## src/rtl/shift_add_mult_8x8_pkg.sv

```systemverilog
// Shared arithmetic definitions for the shift-add multiplier and its adder.
//   state_t   : multiplier FSM state encoding (IDLE/RUN/DONE)
//   STEPS     : number of shift-add steps per multiply (one per multiplier bit)
//   CNT_W     : width of the step counter
//   CLA_W     : carry-lookahead adder width
//   CLA_GRP   : bits per lookahead group
package shift_add_mult_8x8_pkg;

  typedef enum logic [1:0] {
    IDLE = 2'd0,
    RUN  = 2'd1,
    DONE = 2'd2
  } state_t;

  localparam int unsigned STEPS   = 8;
  localparam int unsigned CNT_W   = 3;
  localparam int unsigned CLA_W   = 16;
  localparam int unsigned CLA_GRP = 4;

endpackage

```

## src/rtl/shift_add_mult_8x8_cla.sv

```systemverilog
// 16-bit carry-lookahead adder built from four 4-bit lookahead groups.
// Group generate/propagate terms feed the inter-group carry chain.
// Ports:
//   a, b : 16-bit addends
//   cin  : carry in
//   sum  : 16-bit sum
//   cout : carry out of bit 15
module cla_16_bit
  import shift_add_mult_8x8_pkg::*;
(
  input  logic [CLA_W-1:0] a,
  input  logic [CLA_W-1:0] b,
  input  logic             cin,
  output logic [CLA_W-1:0] sum,
  output logic             cout
);

  localparam int unsigned NGRP = CLA_W / CLA_GRP;

  logic [CLA_W-1:0] w_g;
  logic [CLA_W-1:0] w_p;
  logic [CLA_W:0]   w_c;
  logic [NGRP-1:0]  w_gg;
  logic [NGRP-1:0]  w_gp;

  assign w_g = a & b;
  assign w_p = a ^ b;

  // Group G/P: a group generates if any bit generates and every bit above it propagates.
  always_comb begin
    w_gg = '0;
    w_gp = '0;
    for (int unsigned gi = 0; gi < NGRP; gi++) begin
      w_gp[gi] = &w_p[gi*CLA_GRP +: CLA_GRP];
      w_gg[gi] = w_g[gi*CLA_GRP + 3]
               | (w_p[gi*CLA_GRP + 3] & w_g[gi*CLA_GRP + 2])
               | (w_p[gi*CLA_GRP + 3] & w_p[gi*CLA_GRP + 2] & w_g[gi*CLA_GRP + 1])
               | (w_p[gi*CLA_GRP + 3] & w_p[gi*CLA_GRP + 2] & w_p[gi*CLA_GRP + 1]
                  & w_g[gi*CLA_GRP]);
    end
  end

  // Group-boundary carries come from lookahead; carries inside a group are
  // expanded from that group's incoming carry.
  always_comb begin
    w_c    = '0;
    w_c[0] = cin;
    for (int unsigned gi = 0; gi < NGRP; gi++) begin
      for (int unsigned bi = 0; bi < CLA_GRP - 1; bi++) begin
        w_c[gi*CLA_GRP + bi + 1] = w_g[gi*CLA_GRP + bi]
                                 | (w_p[gi*CLA_GRP + bi] & w_c[gi*CLA_GRP + bi]);
      end
      w_c[(gi+1)*CLA_GRP] = w_gg[gi] | (w_gp[gi] & w_c[gi*CLA_GRP]);
    end
  end

  assign sum  = w_p ^ w_c[CLA_W-1:0];
  assign cout = w_c[CLA_W];

endmodule

```

## src/rtl/shift_add_mult_8x8.sv

```systemverilog
// Sequential 8x8 unsigned shift-and-add multiplier, fixed 8-step latency.
// Ports:
//   clk     : clock, rising edge
//   rst_n   : asynchronous active-low reset
//   start   : begin a multiply (accepted in IDLE or DONE, ignored in RUN)
//   a, b    : unsigned multiplicand / multiplier, captured on accept
//   product : registered 16-bit result, held until the next result
//   busy    : high while the multiply runs
//   done    : one-cycle pulse when product is freshly written
module shift_add_mult_8x8
  import shift_add_mult_8x8_pkg::*;
(
  input  logic        clk,
  input  logic        rst_n,
  input  logic        start,
  input  logic [7:0]  a,
  input  logic [7:0]  b,
  output logic [15:0] product,
  output logic        busy,
  output logic        done
);

  localparam logic [CNT_W-1:0] LAST_STEP = CNT_W'(STEPS - 1);

  state_t           r_state;
  logic [15:0]      r_mcand;
  logic [7:0]       r_mplier;
  logic [15:0]      r_acc;
  logic [CNT_W-1:0] r_count;
  logic [15:0]      r_product;
  logic             r_busy;
  logic             r_done;

  logic [15:0]      w_sum;
  logic             w_cout_unused;
  logic [15:0]      w_acc_next;

  // Product never exceeds 255*255, so the adder carry-out is always zero.
  cla_16_bit u_cla (
    .a    (r_acc),
    .b    (r_mcand),
    .cin  (1'b0),
    .sum  (w_sum),
    .cout (w_cout_unused)
  );

  assign w_acc_next = r_mplier[0] ? w_sum : r_acc;

  always_ff @(posedge clk or negedge rst_n) begin
    if (!rst_n) begin
      r_state   <= IDLE;
      r_mcand   <= '0;
      r_mplier  <= '0;
      r_acc     <= '0;
      r_count   <= '0;
      r_product <= '0;
      r_busy    <= 1'b0;
      r_done    <= 1'b0;
    end else begin
      case (r_state)
        IDLE, DONE: begin
          r_done <= 1'b0;
          if (start) begin
            r_mcand  <= {8'h00, a};
            r_mplier <= b;
            r_acc    <= '0;
            r_count  <= '0;
            r_busy   <= 1'b1;
            r_state  <= RUN;
          end else begin
            r_busy  <= 1'b0;
            r_state <= IDLE;
          end
        end
        RUN: begin
          r_acc    <= w_acc_next;
          r_mcand  <= {r_mcand[14:0], 1'b0};
          r_mplier <= {1'b0, r_mplier[7:1]};
          r_count  <= r_count + 1'b1;
          // Final step publishes the updated accumulator directly.
          if (r_count == LAST_STEP) begin
            r_product <= w_acc_next;
            r_busy    <= 1'b0;
            r_done    <= 1'b1;
            r_state   <= DONE;
          end
        end
        default: begin
          r_busy  <= 1'b0;
          r_done  <= 1'b0;
          r_state <= IDLE;
        end
      endcase
    end
  end

  assign product = r_product;
  assign busy    = r_busy;
  assign done    = r_done;

endmodule

```

## config.mk

```make
export PLATFORM = sky130hd
export DESIGN_NAME = shift_add_mult_8x8
export DESIGN_NICKNAME = d
export VERILOG_FILES = /design/src/rtl/shift_add_mult_8x8_pkg.sv /design/src/rtl/shift_add_mult_8x8_cla.sv /design/src/rtl/shift_add_mult_8x8.sv
export SDC_FILE = /design/constraint.sdc
export NUM_CORES = 1
export LEC_CHECK = 0
export ABC_AREA = 1
export BUFFER_PORTS_ARGS = -buffer_cell sky130_fd_sc_hd__buf_2
export CAP_MARGIN = 5
export CORE_ASPECT_RATIO = 1.1
export CORE_MARGIN = 4
export CORE_UTILIZATION = 55
export DETAILED_ROUTE_END_ITERATION = 8
export PLACE_DENSITY = 0.85
export SLEW_MARGIN = 20
export SYNTH_ARGS = -nofsm -noshare
export SYNTH_HDL_FRONTEND = slang
export SYNTH_SLANG_ARGS = --single-unit
```

## constraint.sdc

```tcl
create_clock -name clk -period 3.5 [get_ports clk]
set_input_delay 0.35 -clock clk [delete_from_list [all_inputs] [get_ports clk]]
set_output_delay 0.35 -clock clk [all_outputs]
set_load 0.02 [all_outputs]
```

### After elaboration in Yosys (flattened, before gate mapping)

Cells that the tools add are included.

| storage, ports and cells | value |
|---|---|
| register bits after elaboration | 63 |
| input bits | 19 |
| output and inout port bits | 18 |
| word-level logic and storage cells | 91 |

| operators by class | value |
|---|---|
| add/subtract/negate cells | 1 |
| eq/ne operators | 5 |
| multiplexer cells | 17 |
| bitwise operators | 53 |
| reduce and logical (&&, ||, !) cells | 7 |

Operators by type and width:

| operator | number |
|---|---|
| 16-bit case mux with 2 select lines | 2 |
| 16-bit two-way mux | 3 |
| 16-bit bitwise XOR | 2 |
| 1-bit bitwise AND | 28 |
| 1-bit bitwise OR | 22 |
| 8-bit case mux with 2 select lines | 1 |
| 15-bit bitwise AND | 1 |
| 8-bit two-way mux | 1 |
| 4-bit AND reduction | 2 |
| 3-bit case mux with 2 select lines | 1 |
| 1-bit two-way mux | 5 |
| 2-bit inequality test (second input constant) | 2 |
| 2-bit case mux with 2 select lines | 1 |
| 2-bit AND reduction | 2 |
| 3-bit by 1-bit adder with 3-bit output (second input constant) | 1 |
| 3-bit equality test (second input constant) | 1 |
| 3-bit two-way mux | 1 |
| 2-bit by 1-bit equality test with 1-bit output (second input constant) | 1 |
| 2-bit equality test (second input constant) | 1 |
| 2-bit zero test | 1 |
| 2-bit two-way mux | 1 |
| 1-bit case mux with 2 select lines | 1 |
| 2-bit nonzero test | 1 |
| 2-bit OR reduction | 1 |

### Logic depth before layout (Yosys ltp)

Gate-level depths: netlist of the first run.

| depth | value |
|---|---|
| word-level depth | 18 |
| depth in mapped cells | 18 |
| depth with buffers taken out | 18 |

### By module

From an unflattened synthesis of the first run, not the netlist that was laid out.

| second synthesis, totals | value |
|---|---|
| cells, all modules | 463 |
| area, all modules | 3673.5 µm² |

Modules (own cells, without submodules):

| module | instances | cells an instance | area an instance (µm²) | sequential area each (µm²) |
|---|---|---|---|---|
| shift_add_mult_8x8 | 1 | 374 | 2947.8 | 1551.5 |
| cla_16_bit | 1 | 89 | 725.7 | 0.0 |

### Worst setup path after synthesis of the first run

No wires, ideal clock.

| timing | value |
|---|---|
| path kind | register to register |
| from | reg r_mcand[7] |
| to | reg r_product[11] (netlist: product[11]) |
| setup time | 0.076 ns |
| data arrival time | 2.550 ns |
| required time | 3.424 ns |
| slack | 0.873 ns |
| cell stages (with the launch flop) | 14 |
| buffers on the path | 0 |
| period minus slack after synthesis | 2.627 ns |
| cells stage by stage | dfrtp_1 -> ha_1 -> nand3_1 -> nor2_1 -> nor2_1 -> nand2_1 -> inv_1 -> fa_1 -> fa_1 -> fa_1 -> xor2_1 -> nand2_1 -> o21ai_0 -> o21ai_1 |

| on the way | value |
|---|---|
| word-level cells in the longest chain between the ends | 14 |
| elaborated cells on any way between the ends | 21 |
| those cells by class | mux (1); bitwise (19); reduce/logical (1) |

RTL lines:

| item | RTL line | source |
|---|---|---|
| start, declared | shift_add_mult_8x8.sv:26 | `logic [15:0] r_mcand;` |
| start signal, assigned | shift_add_mult_8x8.sv:64 | `r_mcand <= {8'h00, a};` |
| start signal, assigned | shift_add_mult_8x8.sv:77 | `r_mcand <= {r_mcand[14:0], 1'b0};` |
| 16-bit bitwise XOR | shift_add_mult_8x8_cla.sv:27 | `assign w_p = a ^ b;` |
| 1-bit bitwise AND (on tied branches) | shift_add_mult_8x8_cla.sv:36, shift_add_mult_8x8_cla.sv:37, shift_add_mult_8x8_cla.sv:38 |  |
| 1-bit bitwise OR, or another cell as far along | shift_add_mult_8x8_cla.sv:36 | `\| (w_p[gi*CLA_GRP + 3] & w_g[gi*CLA_GRP + 2])` |
| 1-bit bitwise OR / 1-bit bitwise AND (equally long branches) | shift_add_mult_8x8_cla.sv:37, shift_add_mult_8x8_cla.sv:39 |  |
| 1-bit bitwise OR | shift_add_mult_8x8_cla.sv:38 | `\| (w_p[gi*CLA_GRP + 3] & w_p[gi*CLA_GRP + 2] & w_p[gi*CLA_GRP + 1]` |
| 1-bit bitwise OR (*) | shift_add_mult_8x8_cla.sv:53 | `w_c[(gi+1)*CLA_GRP] = w_gg[gi] \| (w_gp[gi] & w_c[gi*CLA_GRP]);` |
| 1-bit bitwise AND (*) | shift_add_mult_8x8_cla.sv:51 | `\| (w_p[gi*CLA_GRP + bi] & w_c[gi*CLA_GRP + bi]);` |
| 1-bit bitwise OR (*) | shift_add_mult_8x8_cla.sv:51 |  |
| 1-bit bitwise AND (*) | shift_add_mult_8x8_cla.sv:51 |  |
| 1-bit bitwise OR (*) | shift_add_mult_8x8_cla.sv:51 |  |
| 1-bit bitwise AND (*) | shift_add_mult_8x8_cla.sv:51 |  |
| 1-bit bitwise OR (*) | shift_add_mult_8x8_cla.sv:51 |  |
| 16-bit bitwise XOR (*) | shift_add_mult_8x8_cla.sv:57 | `assign sum = w_p ^ w_c[CLA_W-1:0];` |
| 16-bit two-way mux (*) | shift_add_mult_8x8.sv:47 | `assign w_acc_next = r_mplier[0] ? w_sum : r_acc;` |
| end signal, assigned | shift_add_mult_8x8.sv:82 | `r_product <= w_acc_next;` |
| end, declared | shift_add_mult_8x8.sv:30 | `logic [15:0] r_product;` |

Mark *: on every way between the ends. The rest lies on a longest branch, timed or not.
A chain may end at the register's enable or synchronous reset.

### Final worst setup path of the first run

| timing | value |
|---|---|
| from | reg r_mcand[7] |
| to | reg r_acc[14] |

| on the way | value |
|---|---|
| word-level cells in the longest chain between the ends | 15 |
| elaborated cells on any way between the ends | 22 |
| those cells by class | mux (2); bitwise (19); reduce/logical (1) |

RTL lines:

| item | RTL line | source |
|---|---|---|
| 16-bit bitwise XOR | shift_add_mult_8x8_cla.sv:27 |  |
| 1-bit bitwise AND (on tied branches) | shift_add_mult_8x8_cla.sv:36, shift_add_mult_8x8_cla.sv:37, shift_add_mult_8x8_cla.sv:38 |  |
| 1-bit bitwise OR, or another cell as far along | shift_add_mult_8x8_cla.sv:36 |  |
| 1-bit bitwise OR / 1-bit bitwise AND (equally long branches) | shift_add_mult_8x8_cla.sv:37, shift_add_mult_8x8_cla.sv:39 |  |
| 1-bit bitwise OR | shift_add_mult_8x8_cla.sv:38 |  |
| 1-bit bitwise OR (*) | shift_add_mult_8x8_cla.sv:53 |  |
| 1-bit bitwise AND (*) | shift_add_mult_8x8_cla.sv:53 |  |
| 1-bit bitwise OR (*) | shift_add_mult_8x8_cla.sv:53 |  |
| 1-bit bitwise AND (*) | shift_add_mult_8x8_cla.sv:51 |  |
| 1-bit bitwise OR (*) | shift_add_mult_8x8_cla.sv:51 |  |
| 1-bit bitwise AND (*) | shift_add_mult_8x8_cla.sv:51 |  |
| 1-bit bitwise OR (*) | shift_add_mult_8x8_cla.sv:51 |  |
| 16-bit bitwise XOR (*) | shift_add_mult_8x8_cla.sv:57 |  |
| 16-bit two-way mux (*) | shift_add_mult_8x8.sv:47 |  |
| 16-bit case mux with 2 select lines (*) | shift_add_mult_8x8.sv:60 | `case (r_state)` |
| end signal, assigned | shift_add_mult_8x8.sv:76 | `r_acc <= w_acc_next;` |
| end, declared | shift_add_mult_8x8.sv:28 | `logic [15:0] r_acc;` |

Marks and branches as above.

==> results of run 1 <==
## metrics by stage
| step | instance area (um^2) | util | instances | power (uW) |
|---|---|---|---|---|
| after CTS | 3532 | 0.6422 | 434 | 4117 |
| after detailed placement | 3358 | 0.6106 | 420 | 3534 |
| after global placement | 3358 | 0.6106 | 420 | 3409 |
| final | 3532 | 0.6422 | 434 | 4090 |
| after floorplan | 3188 | - | 321 | 3104 |
| after global routing | 3532 | 0.6422 | 434 | 4511 |
## placed cells by master, fill, tap and decap left out
master / netlist / layout
inv_4: 1 / 1
a21oi_1: 3 / 3
buf_2: 5 / 36
a21oi_2: 1 / 1
nand2_4: 3 / 3
clkinv_2: 0 / 1
clkbuf_1: 0 / 1
clkbuf_8: 0 / 12
nor2_1: 33 / 33
a22o_1: 4 / 4
dfrtp_1: 62 / 62
o21ai_0: 6 / 6
o22ai_1: 21 / 21
o21ai_2: 1 / 1
xnor2_1: 1 / 1
xor2_1: 3 / 3
nand2_2: 1 / 1
nand2_1: 52 / 52
inv_2: 2 / 2
o31a_1: 1 / 1
clkinv_1: 1 / 1
nand4_1: 1 / 1
nand3_1: 6 / 6
ha_1: 14 / 14
o22ai_2: 12 / 12
buf_4: 2 / 2
inv_1: 39 / 39
fa_1: 11 / 11
o21ai_1: 28 / 28
## cell families after synthesis
family / after synthesis
simple gates: 96
compound gates: 77
flops: 62
buf+inv: 57
fa+ha+maj: 25
xor+xnor: 4
## cells in the mapped netlist (4+ instances only)
cell type and count:
inv_1 39, o21ai_1 28, o22ai_1 21, buf_2 5, nand3_1 6, ha_1 14, dfrtp_1 62, buf_6 7
nand2_1 52, o21ai_0 6, o22ai_2 12, a22o_1 4, nor2_1 33, fa_1 11
## layout make-up
type	count	area, um^2
timing repair buffer	38	195.2
clock inverter	1	5.005
sequential	62	1551
tap	75	93.84
multi-input combinational	202	1354
inverter	43	163.9
clock buffer	13	168.9
fill	451	1968
## sequential cells by signal, indices dropped and copies added, names as in the netlist
register,cells
r_state,1
r_count,3
r_mplier,8
done,1
busy,1
product,16
r_acc,16
r_mcand,16
## critical path: cells and delay by family (launching register included)
family,cells,cell delay (ns)
fa+ha+maj,4,1.50
flops,1,0.40
compound gates,3,0.27
simple gates,5,0.42
buf+inv,2,0.21
## power by group through the flow
stage	Sequential [uW]	Combinational, uW	Clock [uW]
global placement	1350	2060	0
CTS	1360	2190	574
floorplan	1400	1710	0
finish	1360	2170	560
global route	1410	2500	604
detailed placement	1360	2170	0
## layer usage
metal  share of wire  wire length, um  vias to the layer above  track usage
met5               0                0                        -            0
met3           0.046              278                       13      0.04321
met1            0.45             2726                     1118       0.2488
met4           0.021              129                        0       0.1014
met2            0.48             2931                       53       0.3373
li1                -                -                     1133            -
## worst paths after layout
check,startpoint,to,slack [ns],cells after the start
setup / recovery,r_mcand[7]$_DFFE_PN0P_,r_acc[14]$_DFFE_PN0P_,0.56,14
hold / removal,rst_n,r_acc[5]$_DFFE_PN0P_,0.13,1
setup reg to reg,r_mcand[7]$_DFFE_PN0P_,r_acc[14]$_DFFE_PN0P_,0.56,14
hold reg to reg,product[5]$_DFFE_PN0P_,product[5]$_DFFE_PN0P_,0.48,2
max in group asynchronous,rst_n,r_mplier[5]$_DFFE_PN0P_,2.54,2
min in group clk,b[7],r_mplier[7]$_DFFE_PN0P_,0.23,2
==> flow_summary.yaml, run 1 <==
die:
  core_um2: 5500
  die_x_um: 80.59
  initial_core_util: 0.5796
  ioPinCount: 37
  die-height_um: 87.85
  die_area_um2: 7080
  fp-row-count: 28
logic_synthesis:
  syn_area_per_cell_um2: 9.932
  netlist.area_leader.share: 0.4867
  synthAdderAreaFrac: 0.1240
  ys_seq_area_frac: 0.4867
  syn_inst: 321
  synth-seq-cells: 62
  synth_compound_area_frac: 0.1656
  yosysTopAreaCell: "dfrtp_1"
  synthSimpleGateAreaFrac: 0.1240
  ys.warnings.count: 0
  yosysUniqueCellTypes: 27
  synth_fp_nets: 365
  synthesis.area_um2: 3188
  yosys_most_used_dff: "dfrtp_1"
  synth_edf_count: 0
  muxShareOfSynthArea: 0
  ys_top_cells_by_area: "dfrtp_1 49%, fa_1 6.9%, nand2_1 6.1%"
  synth_xor_area_frac: 0.01099
  synth_top_family_by_area: "compound AO/OA/AOI/OAI gates"
  synthArstFlopShare: 1.000
timing:
  setup_ws_ns: 0.5597
  tightest_slew_ns: 1.035
  hold_viol: 0
  clock-skew-final_ns: 0.005011
  period_share: 0.8401
  fin_tns_setup_ns: 0
  setup_viol: 0
  maxSlewHeadroom: 0.3100
  rsz0062_at_grt: "false"
  hold_ws_ns: 0.1315
  fmax_mhz: 340.1
  slew_viol_final: 0
  min_period_ns: 2.940
critical_path:
  critical-path-max-stage-delay_ns: 0.40
  cp_cell_sequence: "ha_1, nand3_1, nor2_1, nand2_1, nand2_1, a21oi_1, fa_1, fa_1, inv_1, fa_1, nand2_1, o21ai_0, inv_1, o22ai_2"
  critPathLaunchType: "flip-flop"
  cp.arrival_ns: 3.15
  critPathKind: "flip-flop to flip-flop"
  cp_max_fo: 4
  crit_slowest_cell: "dfrtp_1"
  critPathRequiredTime_ns: 3.70
  critical_path.endpoint_type: "flip-flop"
outcome:
  status: "completed"
grt:
  grt_pass1_vias: 2430
  overflow: 0
  antenna_found_initial: 0
  track_usage: 0.2022
  grt_max_degree: 41
  grt_first_pass_wirelength_mm: 10.96
layout:
  nets: 400
  antennaDiodeCount: 0
  drive_gt1_frac: 0.2006
  syn2layout_area_growth_pct: 10.79
clock_tree:
  hold_buffers: 0
  cts_buffers: 9
  clockBufferDepth: 2
  cts-root-buf: "clkbuf_8"
  cts_setup_buffers: 0
  htreeDepth: 3
  cts_resized: 0
  clock_latency_ns: 0.34
  cts.sinks: 62
  clkTransAtPathRegs_ns: 0.06
  cts_tree: "yes"
power:
  power_switching_uw: 1836
  power.internal_uw: 2254
  leakage_uw: 0.001765
  worst_ir_drop_vdd_mv: 0.7196
  power_frac_seq: 0.333
  switching_share: 0.4489
  powerDensity_nw_per_um2: 1158
  pwr-share-clk: 0.137
  pwr-share-comb: 0.530
drt:
  drtIter0Drc: 107
  vias_per_cell: 5.339
  dr_total_vias: 2317
  firstDrtPassIters: 4
  drt_wl_total_mm: 6.066
  wire_per_inst_um: 13.98
  drtAntennaViolNets: 0
  drc: 0
placed_design:
  place_congestion: 0.8058
  dpl.hpwl_mm: 4.033
  post-place-ws_ns: 0.5628
  numPortBuffers: 36
worst_hold_path:
  hold_path.class: "input port to asynchronous set/reset pin"
job:
  cap_violations: 0
(Power assumes the default switching activity.)
==> inputs of run 2 (changes only) <==
==> constraint.sdc (replaced) <==
create_clock -name clk -period 2.99 [get_ports clk]
set_input_delay 0.299 -clock clk [delete_from_list [all_inputs] [get_ports clk]]
set_output_delay 0.299 -clock clk [all_outputs]
set_load 0.02 [all_outputs]
==> run 2 against run 1 <==
Compared with the run above: combinational power rose by 26%; global-route usage rose by 1.0 points; die area did not move; clock skew fell by 0.00099 ns; power rose by 20%; register-to-register slack got worse by 0.38 ns; clock-buffer cell count did not move; critical path type unchanged; critical endpoint is now product[11]$_DFFE_PN0P_.
==> flow_summary.yaml, run 2 (synthesis results as in run 1) <==
placed_design:
  dp_cells: 424
  post-place-ws_ns: 0.1499
  dpl.hpwl_mm: 4.493
  place_congestion: 0.8287
  numPortBuffers: 36
critical_path:
  critical_path.endpoint_type: "flip-flop"
  critPathKind: "flip-flop to flip-flop"
  reg2reg_setup_slack_ns: 0.18
  critPathRequiredTime_ns: 3.20
  crit_top_cell: "nand2_1"
  cp_cell_sequence: "ha_4, nand2_1, inv_1, nand2_1, nand2_1, nand2_1, nand2_1, inv_1, fa_1, fa_2, fa_2, xor2_1, nand2_1, o21ai_1, o21ai_1"
  critPathLaunchType: "flip-flop"
  ff2ff_path_depth: 15
  cp_max_fo: 3
  worstReg2RegStart: "r_mcand[3]$_DFFE_PN0P_"
  crit_slowest_cell: "dfrtp_1"
  critical-path-max-stage-delay_ns: 0.43
  reg2reg_to: "product[11]$_DFFE_PN0P_"
  crit_start: "r_mcand[3]$_DFFE_PN0P_"
  cp.arrival_ns: 3.02
grt:
  grt_pass1_vias: 2486
  track_usage: 0.2124
  grt_max_degree: 45
  antenna_found_initial: 0
  overflow: 0
  grt_first_pass_wirelength_mm: 11.25
clock_tree:
  hold_buffers: 0
  cts.sinks: 62
  htreeDepth: 3
  cts_buffers: 9
  cts-root-buf: "clkbuf_8"
  cts_tree: "yes"
  clockBufferDepth: 2
  clock_latency_ns: 0.34
  clkTransAtPathRegs_ns: 0.06
job:
  cap_violations: 0
outcome:
  status: "completed"
timing:
  clock-skew-final_ns: 0.004022
  period_share: 0.9397
  fmax_mhz: 355.9
  min_period_ns: 2.810
  hold_viol: 0
  tightest_slew_ns: 0.9424
  setup_ws_ns: 0.1803
  maxSlewHeadroom: 0.3717
  setup_viol: 0
  slew_viol_final: 0
drt:
  drtIter0Drc: 108
  drt_wl_total_mm: 6.592
  drtAntennaViolNets: 0
  firstDrtPassIters: 4
  drc: 0
  wire_per_inst_um: 14.95
  dr_total_vias: 2386
  vias_per_cell: 5.410
worst_hold_path:
  hold_path.class: "input port to asynchronous set/reset pin"
die:
  fp-row-count: 28
  die_area_um2: 7080
  initial_core_util: 0.5796
  die-height_um: 87.85
  ioPinCount: 37
  die_x_um: 80.59
  core_um2: 5500
layout:
  layout_common_cells: "62 x dfrtp_1, 52 x nand2_1, 39 x inv_1, 36 x buf_2, 33 x nor2_1"
  syn2layout_area_growth_pct: 12.95
  drive_gt1_frac: 0.2295
  final_cells: 441
  fill_cells: 451
  final-seq-area_um2: 1551
  antennaDiodeCount: 0
  multi_input_comb_area_um2: 1403
  final_common_cell: "dfrtp_1"
  nets: 406
power:
  powerDensity_nw_per_um2: 1366
  leakage_uw: 0.001787
  worst_ir_drop_vdd_mv: 0.6523
## run 2: worst max path at each step
stage | to | cells after the start
finish | product[11]$_DFFE_PN0P_ | 15
detailed placement | r_acc[14]$_DFFE_PN0P_ | 16
global route | product[15]$_DFFE_PN0P_ | 16
floorplan | product[11]$_DFFE_PN0P_ | 13
CTS | product[11]$_DFFE_PN0P_ | 15
global placement | r_acc[14]$_DFFE_PN0P_ | 16
## run 2: per-stage QoR
| stage | setup TNS (ns) | area [um^2] | power [uW] | utilization | hold WS [ns] |
|---|---|---|---|---|---|
| 4_1_cts | 0 | 3537 | 4832 | 0.6431 | 0.1291 |
| 3_3_place_gp | 0 | 3388 | 4027 | 0.6160 | 0.4640 |
| 3_5_place_dp | 0 | 3388 | 4197 | 0.6160 | 0.4734 |
| 2_1_floorplan | 0 | 3188 | 3633 | - | 0.003409 |
| 6_report | 0 | 3601 | 4919 | 0.6547 | 0.1049 |
| 5_1_grt | -0.001082 | 3601 | 5402 | 0.6547 | 0.1829 |
## run 2: power by group
part           leakage, uW  switching (uW)  internal [uW]
clock network    0.0000773             301            294
logic             0.000955            1630           1120
registers         0.000754             317           1260
## run 2: cell type report
cell class / count / share of cell area
timing repair buffer: 44 / 0.06671
sequential: 62 / 0.4309
clock buffer: 13 / 0.03857
tap: 75 / 0.02606
inverter: 43 / 0.04552
clock inverter: 2 / 0.002780
multi-input combinational: 202 / 0.3895
## run 2: critical path: cells and delay by family, from the launching register on
family,cells,cell delay (ns)
DFF,1,0.43
xor gates and xnor gates,1,0.17
adders and majority gates,4,1.39
buffers and inverters,2,0.10
AOI/OAI and AO/OA,2,0.21
and+or+nand+nor,6,0.38
## run 2: timing repair
item / in CTS / in global routing
endpoints found under the setup margin: 0 / 9
gates resized for setup: 0 / 9
setup buffers: 0 / 2
## run 2: metal layers
metal / track usage / vias to the layer above / wire length, um
met1: 0.2672 / 1150 / 2815
met5: 0 / - / 0
met4: 0.1290 / 0 / 164
met3: 0.04424 / 17 / 346
met2: 0.3381 / 75 / 3265
li1: - / 1144 / -
